<file path="src/rtl/geo_sort_ctrl.sv">
// Angular bubble-sort of points 1..N_PT-1 CCW around anchor point 0, driving an external cross-product unit.
// Optional GEO_SORT_EARLY_EXIT_EN: finish after the first pass that performs no swap.
module geo_sort_ctrl #(
  parameter int N_PT = 6,
  parameter int W    = 10,
  localparam int IW  = $clog2(N_PT)
) (
  input  logic                clk,
  input  logic                reset,
  input  logic                load_vld,
  output logic                load_rdy,
  input  logic [W-1:0]        load_x,
  input  logic [W-1:0]        load_y,
  output logic                busy,
  output logic                done,
  output logic                sorted_vld,
  input  logic [IW-1:0]       rd_idx,
  output logic [W-1:0]        rd_x,
  output logic [W-1:0]        rd_y,
  output logic                cp_start,
  output logic signed [W:0]   cp_Ax,
  output logic signed [W:0]   cp_Ay,
  output logic signed [W:0]   cp_Bx,
  output logic signed [W:0]   cp_By,
  input  logic                cp_cmp,
  input  logic                cp_a_bigger
);

  typedef enum logic [2:0] {IDLE, LOAD, PREP, ISSUE, WB, DONE} state_t;

  localparam logic [IW-1:0] LAST_BEAT = IW'(N_PT - 1);
  localparam logic [IW-1:0] P_LAST    = IW'(N_PT - 3);

  state_t        state, state_nxt;
  logic [W-1:0]  px [N_PT];
  logic [W-1:0]  py [N_PT];
  logic [IW-1:0] load_cnt, j, p, j_last, j1;
  logic          abig_q, sorted_q;
`ifdef GEO_SORT_EARLY_EXIT_EN
  logic          pass_swp;
`endif

  assign j_last     = IW'(N_PT - 2) - p;
  assign j1         = j + IW'(1);
  assign load_rdy   = (state == IDLE) || (state == LOAD);
  assign busy       = (state == PREP) || (state == ISSUE) || (state == WB) || (state == DONE);
  assign done       = (state == DONE);
  assign cp_start   = (state == ISSUE);
  assign sorted_vld = sorted_q;
  assign rd_x       = px[rd_idx];
  assign rd_y       = py[rd_idx];

  always_comb begin
    state_nxt = state;
    case (state)
      IDLE, LOAD: begin
        if (load_vld && load_cnt == LAST_BEAT) state_nxt = PREP;
        else if (load_vld)                     state_nxt = LOAD;
      end
      PREP:  state_nxt = ISSUE;
      ISSUE: if (cp_cmp) state_nxt = WB;
      WB: begin
        if (j != j_last)      state_nxt = PREP;
        else if (p == P_LAST) state_nxt = DONE;
`ifdef GEO_SORT_EARLY_EXIT_EN
        else if (!(pass_swp || abig_q)) state_nxt = DONE;
`endif
        else                  state_nxt = PREP;
      end
      DONE:    state_nxt = IDLE;
      default: state_nxt = IDLE;
    endcase
  end

  always_ff @(posedge clk or negedge reset) begin
    if (!reset) begin
      state    <= IDLE;
      load_cnt <= '0;
      j        <= IW'(1);
      p        <= '0;
      abig_q   <= 1'b0;
      sorted_q <= 1'b0;
      cp_Ax    <= '0;
      cp_Ay    <= '0;
      cp_Bx    <= '0;
      cp_By    <= '0;
`ifdef GEO_SORT_EARLY_EXIT_EN
      pass_swp <= 1'b0;
`endif
    end else begin
      state <= state_nxt;
      case (state)
        IDLE, LOAD: begin
          if (load_vld) begin
            if (load_cnt == '0) sorted_q <= 1'b0;
            if (load_cnt == LAST_BEAT) begin
              load_cnt <= '0;
              j        <= IW'(1);
              p        <= '0;
`ifdef GEO_SORT_EARLY_EXIT_EN
              pass_swp <= 1'b0;
`endif
            end else begin
              load_cnt <= load_cnt + IW'(1);
            end
          end
        end
        // Zero-extended differences cannot overflow W+1 signed bits.
        PREP: begin
          cp_Ax <= {1'b0, px[j]}  - {1'b0, px[0]};
          cp_Ay <= {1'b0, py[j]}  - {1'b0, py[0]};
          cp_Bx <= {1'b0, px[j1]} - {1'b0, px[0]};
          cp_By <= {1'b0, py[j1]} - {1'b0, py[0]};
        end
        ISSUE: if (cp_cmp) abig_q <= cp_a_bigger;
        WB: begin
          if (state_nxt == DONE) sorted_q <= 1'b1;
          if (j == j_last) begin
            j <= IW'(1);
            p <= p + IW'(1);
          end else begin
            j <= j1;
          end
`ifdef GEO_SORT_EARLY_EXIT_EN
          if (j == j_last) pass_swp <= 1'b0;
          else if (abig_q) pass_swp <= 1'b1;
`endif
        end
        default: ;
      endcase
    end
  end

  // Register file is not reset; contents only matter once sorted_vld is set.
  always_ff @(posedge clk) begin
    if (load_rdy && load_vld) begin
      px[load_cnt] <= load_x;
      py[load_cnt] <= load_y;
    end else if (state == WB && abig_q) begin
      px[j]  <= px[j1];
      py[j]  <= py[j1];
      px[j1] <= px[j];
      py[j1] <= py[j];
    end
  end

endmodule

</file>
<file path="config.mk">
export PLATFORM = sky130hd
export DESIGN_NAME = geo_sort_ctrl
export DESIGN_NICKNAME = d
export VERILOG_FILES = /design/src/rtl/geo_sort_ctrl.sv
export SDC_FILE = /design/constraint.sdc
export NUM_CORES = 1
export LEC_CHECK = 0
export ABC_AREA = 0
export ABC_CLOCK_PERIOD_IN_PS = 9700
export CAP_MARGIN = 10
export CORE_MARGIN = 2
export CORE_UTILIZATION = 43
export DETAILED_ROUTE_END_ITERATION = 8
export PLACE_DENSITY = 0.61
export SETUP_SLACK_MARGIN = 0.05
export SYNTH_ARGS = -nofsm -noshare
export SYNTH_HDL_FRONTEND = slang
export SYNTH_SLANG_ARGS = --single-unit
</file>
<file path="constraint.sdc">
create_clock -name clk -period 9.7 [get_ports clk]
set_input_delay 1.455 -clock clk [delete_from_list [all_inputs] [get_ports clk]]
set_output_delay 1.455 -clock clk [all_outputs]
set_load 0.005 [all_outputs]
</file>
Word level (Yosys, flattened, before mapping)
Memory sizes are Yosys's and may differ from the RTL's.
Cells that the tools add are included.
{"block": "totals", "regBits": 58, "latch_bits": 0, "mem_bits_rw": 120, "mem_bits_ro": 0, "output_inout_bits": 69, "wordCells": 83, "n_memories": 2}
{"memory": "px", "words": 6, "width": 10, "rd": 4, "rd_clocked_by_memory_dff": 0, "wr": 2, "line": "35", "text": "logic [W-1:0] px [N_PT];"}
{"memory": "py", "words": 6, "width": 10, "rd": 4, "rd_clocked_by_memory_dff": 0, "wr": 2, "line": "36", "text": "logic [W-1:0] py [N_PT];"}
{"block": "op_classes", "add_sub_neg": 8, "n_mul": 0, "div_mod_pow": 0, "n_lt_le_gt_ge": 0, "n_eq_ne": 15, "shifts": 0, "mux": 30, "n_bitwise": 0, "n_reduce_logical": 18}
{"operator": "10-bit by 10-bit subtractor with 11-bit output", "count": 4}
{"operator": "3-bit 2-to-1 mux", "count": 14}
{"operator": "10-bit 2-to-1 mux", "count": 2}
{"operator": "10-bit OR reduction", "count": 2}
{"operator": "3-bit == test, second input constant", "count": 4}
{"operator": "3-bit one-hot mux with 2 select lines", "count": 2}
{"operator": "3-bit one-hot mux with 4 select lines", "count": 1}
{"operator": "1-bit 2-to-1 mux", "count": 10}
{"operator": "2-bit != test, second input constant", "count": 5}
{"operator": "3-bit by 1-bit adder with 3-bit output, second input constant", "count": 3}
{"operator": "3-bit by 2-bit == test with 1-bit output, second input constant", "count": 3}
{"operator": "4-bit AND reduction", "count": 2}
{"operator": "3-bit zero test", "count": 2}
{"operator": "1-bit logical OR", "count": 4}
{"operator": "2-bit AND reduction", "count": 2}
{"operator": "3-bit by 1-bit == test with 1-bit output, second input constant", "count": 1}
{"operator": "3-bit == test", "count": 1}
{"operator": "1-bit logical AND", "count": 3}
{"operator": "3-bit != test", "count": 1}
{"operator": "3-bit AND reduction", "count": 1}
{"operator": "3-bit subtractor, first input constant", "count": 1}
{"operator": "1-bit one-hot mux with 2 select lines", "count": 1}
{"operator": "2-bit nonzero test", "count": 1}
{"operator": "2-bit OR reduction", "count": 1}

Logic depth before layout (Yosys ltp)
Gate-level depths: netlist of the first run.
{"block": "logic_depth", "ltp_word": 7, "depth_mapped": 14, "mapped_depth_nobuf": 11}

Worst setup path before layout of the first run
OpenSTA, ideal clock, no wires.
{"block": "synth_path", "kind": "input-to-output", "from": "input rd_idx[0]", "to": "output rd_x[8]", "arrival_time_ns": 2.785, "path_slack_ns": 5.460, "path_stages": 6, "path_cell_list": "clkbuf_1 -> buf_2 -> buf_2 -> buf_2 -> mux2i_1 -> a21oi_1"}
{"block": "synth_via", "elab_chain_cells": 1}
{"item": "from (decl)", "line": "17", "text": "input logic [IW-1:0] rd_idx,"}
{"item": "memory read 6 x 10 bit"}
{"item": "to (decl)", "line": "18", "text": "output logic [W-1:0] rd_x,"}
No other way between the ends.

Final worst setup path of the first run
{"block": "layout_path", "from": "input rd_idx[1]", "to": "output rd_x[5]"}
Same word-level chain as after synthesis.

==> out/metrics.cfg, run 1 <==
[outcome]
status=completed

[clock_network]
postCtsSetupBuffers=0
clkLatencyLatePin_ns=0.44
cts_made_buffers=17
cts_max_path_buffers=2
postCtsResizedCells=0
clk_pin_slew_ns=0.07
ctsHoldBuffers=0
cts_tree=yes
cts_htree_levels=4
root_buffer=clkbuf_16
cts_sinks=178

[worst_setup_path]
crit_type=primary input to output port
cp.buffers_inverters=3
path_common_cell=clkdlybuf4s50_1
slowest_stage=mux4_2
crit_fanout=20
cp_cell_sequence=clkdlybuf4s50_1, buf_4, mux4_2, nor2_1, a21oi_1, clkdlybuf4s50_1
cp_top_family=buffers and inverters
start_kind=primary input
end_kind=output port
required_ns=8.25
arrival_ns=3.58
cp_slowest_stage_delay_ns=0.56

[sta]
max_freq_mhz=199
fin_skew_ns=0.0105
finalMaxSlewViolations=0
tightest_slew_ns=1.02
period_minus_slack_ns=5.04
rsz0062_at_grt=false
period_share_pct=51.9
final.setup.tns_ns=0
setup_viol=0
hold_viol=0
relSlewSlack_pct=31.6
hold_ws_ns=0.477

[die]
die-height_um=174
die_area_um2=30200
fp-row-count=62
initial_core_util_pct=43.4
io_pins=97
die_x_um=174
core_area_um2=28500

[synthesis]
yosysWarnings=0
avgSynthCellArea_um2=10.5
yosys_register_bits=178
synth.distinct_cells=57
synth_top_area_cell=edfxtp_1
syn_nets=1259
ys_seq_area_share_pct=40.8
synth-main-ff-cell=edfxtp_1
synth_top_area_share_pct=29.1
synthTopCellsByArea=edfxtp_1, mux2i_1, dfrtp_1, mux4_2, ha_1
syn_inst=1182
synth_enable_flop_cells=120
synthArstFlopShare_pct=32.6
netlist_area_um2=12400

[grt]
grt_pass1_wl_mm=55.1
grt_max_degree=86
grtUsageTotal_pct=23.8
antenna_found_initial=0
first_global_vias=9191
grt_overflow=0

[finish]
finalInstanceArea_um2=14300
final_nets=1322
final_common_cell=mux2i_1
final_core_util_pct=50.2
drive_gt1_share_pct=11.3
n_antenna_cell=0
layout_common_cells=mux2i_1, nand2_1, edfxtp_1
area_delta_synth_final_pct=15.6

[power]
vdd_drop_max_uv=169
leakagePower_nw=5.90
power_density_nw_per_um2=272

[flow_run]
cap_violations=0

[hold_path]
holdCritPathClass=flop to flop

[detailed_routing]
drtAntennaViolNets=0
post_drt_wl_per_cell_um=21.8
vias=9776
first_pass_iters=6
drt_wl_total_mm=35.8
drcViolationCount=0
vias_per_cell=5.96
drt_iter0_drc=978

[placement]
dpl_cell_area_um2=13700
place_congestion=0.832
hpwl_mm=23.9
port_buffers=96

[final timing paths]
| kind | slack [ns] | depth (start not counted) | to | startpoint |
|---|---|---|---|---|
| max in group asynchronous | 8.02 | 2 | cp_Ax[7] | reset |
| hold / removal | 0.48 | 2 | cp_Ay[3] | cp_Ay[3] |
| min in group asynchronous | 1.16 | 2 | sorted_vld | reset |
| hold reg to reg | 0.48 | 2 | cp_Ay[3] | cp_Ay[3] |
| setup reg to reg | 4.96 | 11 | cp_Bx[8] | j[0] |
| setup / recovery | 4.66 | 6 | rd_x[5] | rd_idx[1] |
[worst reg2reg max path, cell delays in order, from the launching register on]
cell	delay [ns]
dfstp_4	0.95
ha_2	0.39
xnor2_4	0.13
buf_4	0.63
mux4_2	0.45
ha_1	0.23
fa_1	0.44
nor2b_1	0.16
o31ai_1	0.14
a2111oi_0	0.78
nor3_1	0.09
o31ai_1	0.25
[where the power goes]
group,switching (W),total [W],internal (W)
Clock,0.000323,0.000731,0.000409
Sequential,0.000153,0.00117,0.00102
Combinational,0.00113,0.00199,0.000868
Total,0.00160,0.00389,0.00229
[synthesized netlist by cell type, drive strengths merged (13+ instances only)]
cell type	number
nor2b	13
dfrtp	57
buf	45
a31o	17
edfxtp	120
a211oi	15
nand2	128
mux2i	180
a21oi	41
o211ai	57
o21ai	74
clkbuf	27
ha	45
nor3	32
mux4	43
inv	64
nand3	21
nor2	81
o21a	17
o31ai	17
[logic make-up after synthesis]
family / share of synthesized area (%)
AOI/OAI and AO/OA: 14.5
buffers and inverters: 4.61
DFF: 40.8
and+or+nand+nor: 11.2
xor gates and xnor gates: 1.09
muxes: 22.5
adders and majority gates: 5.19
[state kept, by name, summed over array words and instances, names as in the netlist]
signal,cells
sorted_vld,1
cp_Bx,11
px,60
state,3
cp_Ax,11
j,3
py,60
cp_By,11
p,3
abig_q,1
load_cnt,3
cp_Ay,11
[layout make-up]
class | instances | area, um^2
Clock buffer | 17 | 425
Clock inverter | 14 | 180
Fill cell | 2672 | 14200
Inverter | 64 | 240
Multi-Input combinational cell | 868 | 6840
Sequential cell | 178 | 5060
Tap cell | 384 | 480
Timing Repair Buffer | 116 | 1100
[metal layers]
layer	GRT usage (%)	vias to the layer above	part of all wire, %
li1	-	4564	-
met1	35.7	4824	47
met2	35.9	351	45
met3	3.93	37	6.4
met4	6.06	0	1.7
met5	0	-	0
[through the flow]
step | cells | setup WS (ns) | power (W)
4_1_cts | 1641 | 4.67 | 0.00389
3_5_place_dp | 1610 | 4.67 | 0.00316
3_3_place_gp | 1610 | 4.67 | 0.00313
2_1_floorplan | 1182 | 5.46 | 0.00247
6_report | 1641 | 4.66 | 0.00389
5_1_grt | 1641 | 4.56 | 0.00415
(Power assumes the default switching activity.)
==> inputs of run 2 (changes only) <==
ABC_CLOCK_PERIOD_IN_PS = 5090   (was 9700)
clock period = 5.09 ns   (was 9.7 ns; I/O delays follow)
==> run 2 against run 1 <==
Effect of this change:
- die area did not move
- combinational power rose by 92%
- clock power rose by 81%
- register-to-register slack got worse by 4.2 ns
- worst hold slack barely moved
- cell count rose by 0.61%
- worst setup slack got worse by 3.9 ns
- sequential share of layout area fell by 0.10 points
- critical path type is now flop to flop
- largest power group unchanged
==> out/metrics.cfg, run 2 (synthesized netlist as in run 1, its figures left out) <==
[clock_network]
cts_sinks=178  ; unchanged
postCtsSetupBuffers=0  ; unchanged
cts_made_buffers=17  ; unchanged
root_buffer=clkbuf_16
cts_tree=yes
clkLatencyLatePin_ns=0.43  ; about the same
cts_htree_levels=4  ; unchanged
cts_max_path_buffers=2  ; unchanged
ctsHoldBuffers=0  ; unchanged
clk_pin_slew_ns=0.07  ; about the same
postCtsResizedCells=0  ; unchanged

[hold_path]
holdCritPathClass=primary input to async pin

[placement]
port_buffers=96  ; unchanged
dpl_cell_area_um2=13800  ; +0.49%
dp_slack_ns=0.783  ; -3.89 ns
dp.cells=1620  ; +0.62%
place_congestion=0.857  ; +3.0%
hpwl_mm=25.0  ; +5.0%

[grt]
first_global_vias=9527  ; +3.7%
grt_max_degree=59  ; -31%
antenna_found_initial=0  ; unchanged
grtUsageTotal_pct=24.1  ; +0.31 points
grt_pass1_wl_mm=55.7  ; +1.0%
grt_overflow=0  ; unchanged

[finish]
num-fill-cells=2660  ; -0.45%
layout.cells.non_filler=1651  ; +0.61%
final_nets=1332  ; +0.76%
area_delta_synth_final_pct=16.0
final_common_cell=mux2i_1
largestRegisters=px (60), py (60)
finalInstanceArea_um2=14400  ; +0.29%
n_antenna_cell=0  ; unchanged
layout_common_cells=mux2i_1, nand2_1, edfxtp_1
drive_gt1_share_pct=12.0  ; +0.70 points

[sta]
rsz0062_at_grt=false
final.setup.tns_ns=0  ; unchanged
relSlewSlack_pct=35.6  ; +4.0 points
hold_viol=0  ; unchanged
setup_viol=0  ; unchanged
finalMaxSlewViolations=0  ; unchanged
fin_skew_ns=0.0126  ; +0.00205 ns
tightest_slew_ns=0.966  ; -0.0557 ns
period_share_pct=84.9
period_minus_slack_ns=4.32
fin_ws_ns=0.769  ; -3.89 ns
max_freq_mhz=231

[die]
initial_core_util_pct=43.4  ; unchanged
io_pins=97  ; unchanged
fp-row-count=62  ; unchanged
die_x_um=174  ; unchanged
die-height_um=174  ; unchanged
core_area_um2=28500  ; unchanged
die_area_um2=30200  ; unchanged

[detailed_routing]
post_drt_wl_per_cell_um=21.9  ; +0.22%
first_pass_iters=5  ; -1
drtAntennaViolNets=0  ; unchanged
vias_per_cell=5.97  ; +0.24%
drcViolationCount=0  ; unchanged
drt_iter0_drc=923  ; -5.6%
drt_wl_total_mm=36.1  ; +0.83%
vias=9859  ; +0.85%

[worst_setup_path]
cp_slowest_stage_delay_ns=0.90  ; +0.34 ns
arrival_ns=4.66  ; +1.08 ns
required_ns=5.43  ; -2.82 ns
cp_cell_sequence=ha_2, buf_4, mux2i_1, nand2_1, o211ai_1, nand2_1, ha_1, nor2b_1, o31ai_1, a2111oi_0, nor3_1, o31ai_1
start_kind=flop
crit_type=flop to flop
slowest_stage=dfstp_4
cp_top_family=compound AO/OA/AOI/OAI gates
crit_fanout=35  ; +75%
cp.buffers_inverters=1  ; -2
end_kind=flop

[power]
power_density_nw_per_um2=512  ; +88%
vdd_drop_max_uv=229  ; +36%
leakagePower_nw=5.95  ; +0.91%
power_w=0.00736  ; +89%

[flow_run]
cap_violations=0  ; unchanged

[outcome]
status=completed

run 2: path summary, 6_finish.rpt:
check	start	to	slack [ns]	cells past startpoint
max	j[0]	cp_Bx[8]	0.77	12
min	reset	cp_Ay[7]	0.48	2
max reg2reg	j[0]	cp_Bx[8]	0.77	12
min reg2reg	cp_By[4]	cp_By[4]	0.48	2
max in group asynchronous	reset	j[1]	4.12	2
min in group clk	cp_By[4]	cp_By[4]	0.48	2
run 2: area by class of cell:
class	instances	area, um^2	share of cell area [%]
multi-input combinational	868	6830	47.6
clock inverter	9	63.8	0.444
timing repair buffer	126	1170	8.15
tap	384	480	3.34
sequential	178	5060	35.2
inverter	64	240	1.67
clock buffer	22	515	3.59
run 2: metal layers:
| layer | up-vias | GRT usage [%] | share of wire [%] |
|---|---|---|---|
| met5 | - | 0 | 0 |
| met2 | 340 | 38.0 | 46 |
| met3 | 46 | 5.11 | 7.3 |
| met1 | 4894 | 33.7 | 45 |
| li1 | 4579 | - | - |
| met4 | 0 | 7.00 | 1.9 |
run 2: worst reg2reg max path, stage by stage, from the launching register on:
cell       delay, ns
dfstp_4         0.90
ha_2            0.48
buf_4           0.47
mux2i_1         0.24
nand2_1         0.07
o211ai_1        0.16
nand2_1         0.13
ha_1            0.36
nor2b_1         0.18
o31ai_1         0.13
a2111oi_0       0.77
nor3_1          0.09
o31ai_1         0.26
run 2: report_power, final:
group	switching, W	internal, W	leakage, nW	total [W]
Clock	0.000594	0.000726	0.286	0.00132
Sequential	0.000267	0.00194	1.81	0.00220
Combinational	0.00216	0.00167	3.85	0.00383
run 2: per-stage QoR:
stage,util [%],hold WS (ns)
floorplan,-,0.468
global route,50.3,0.505
detailed placement,48.3,0.469
CTS,50.3,0.484
global placement,48.3,0.459
finish,50.3,0.477
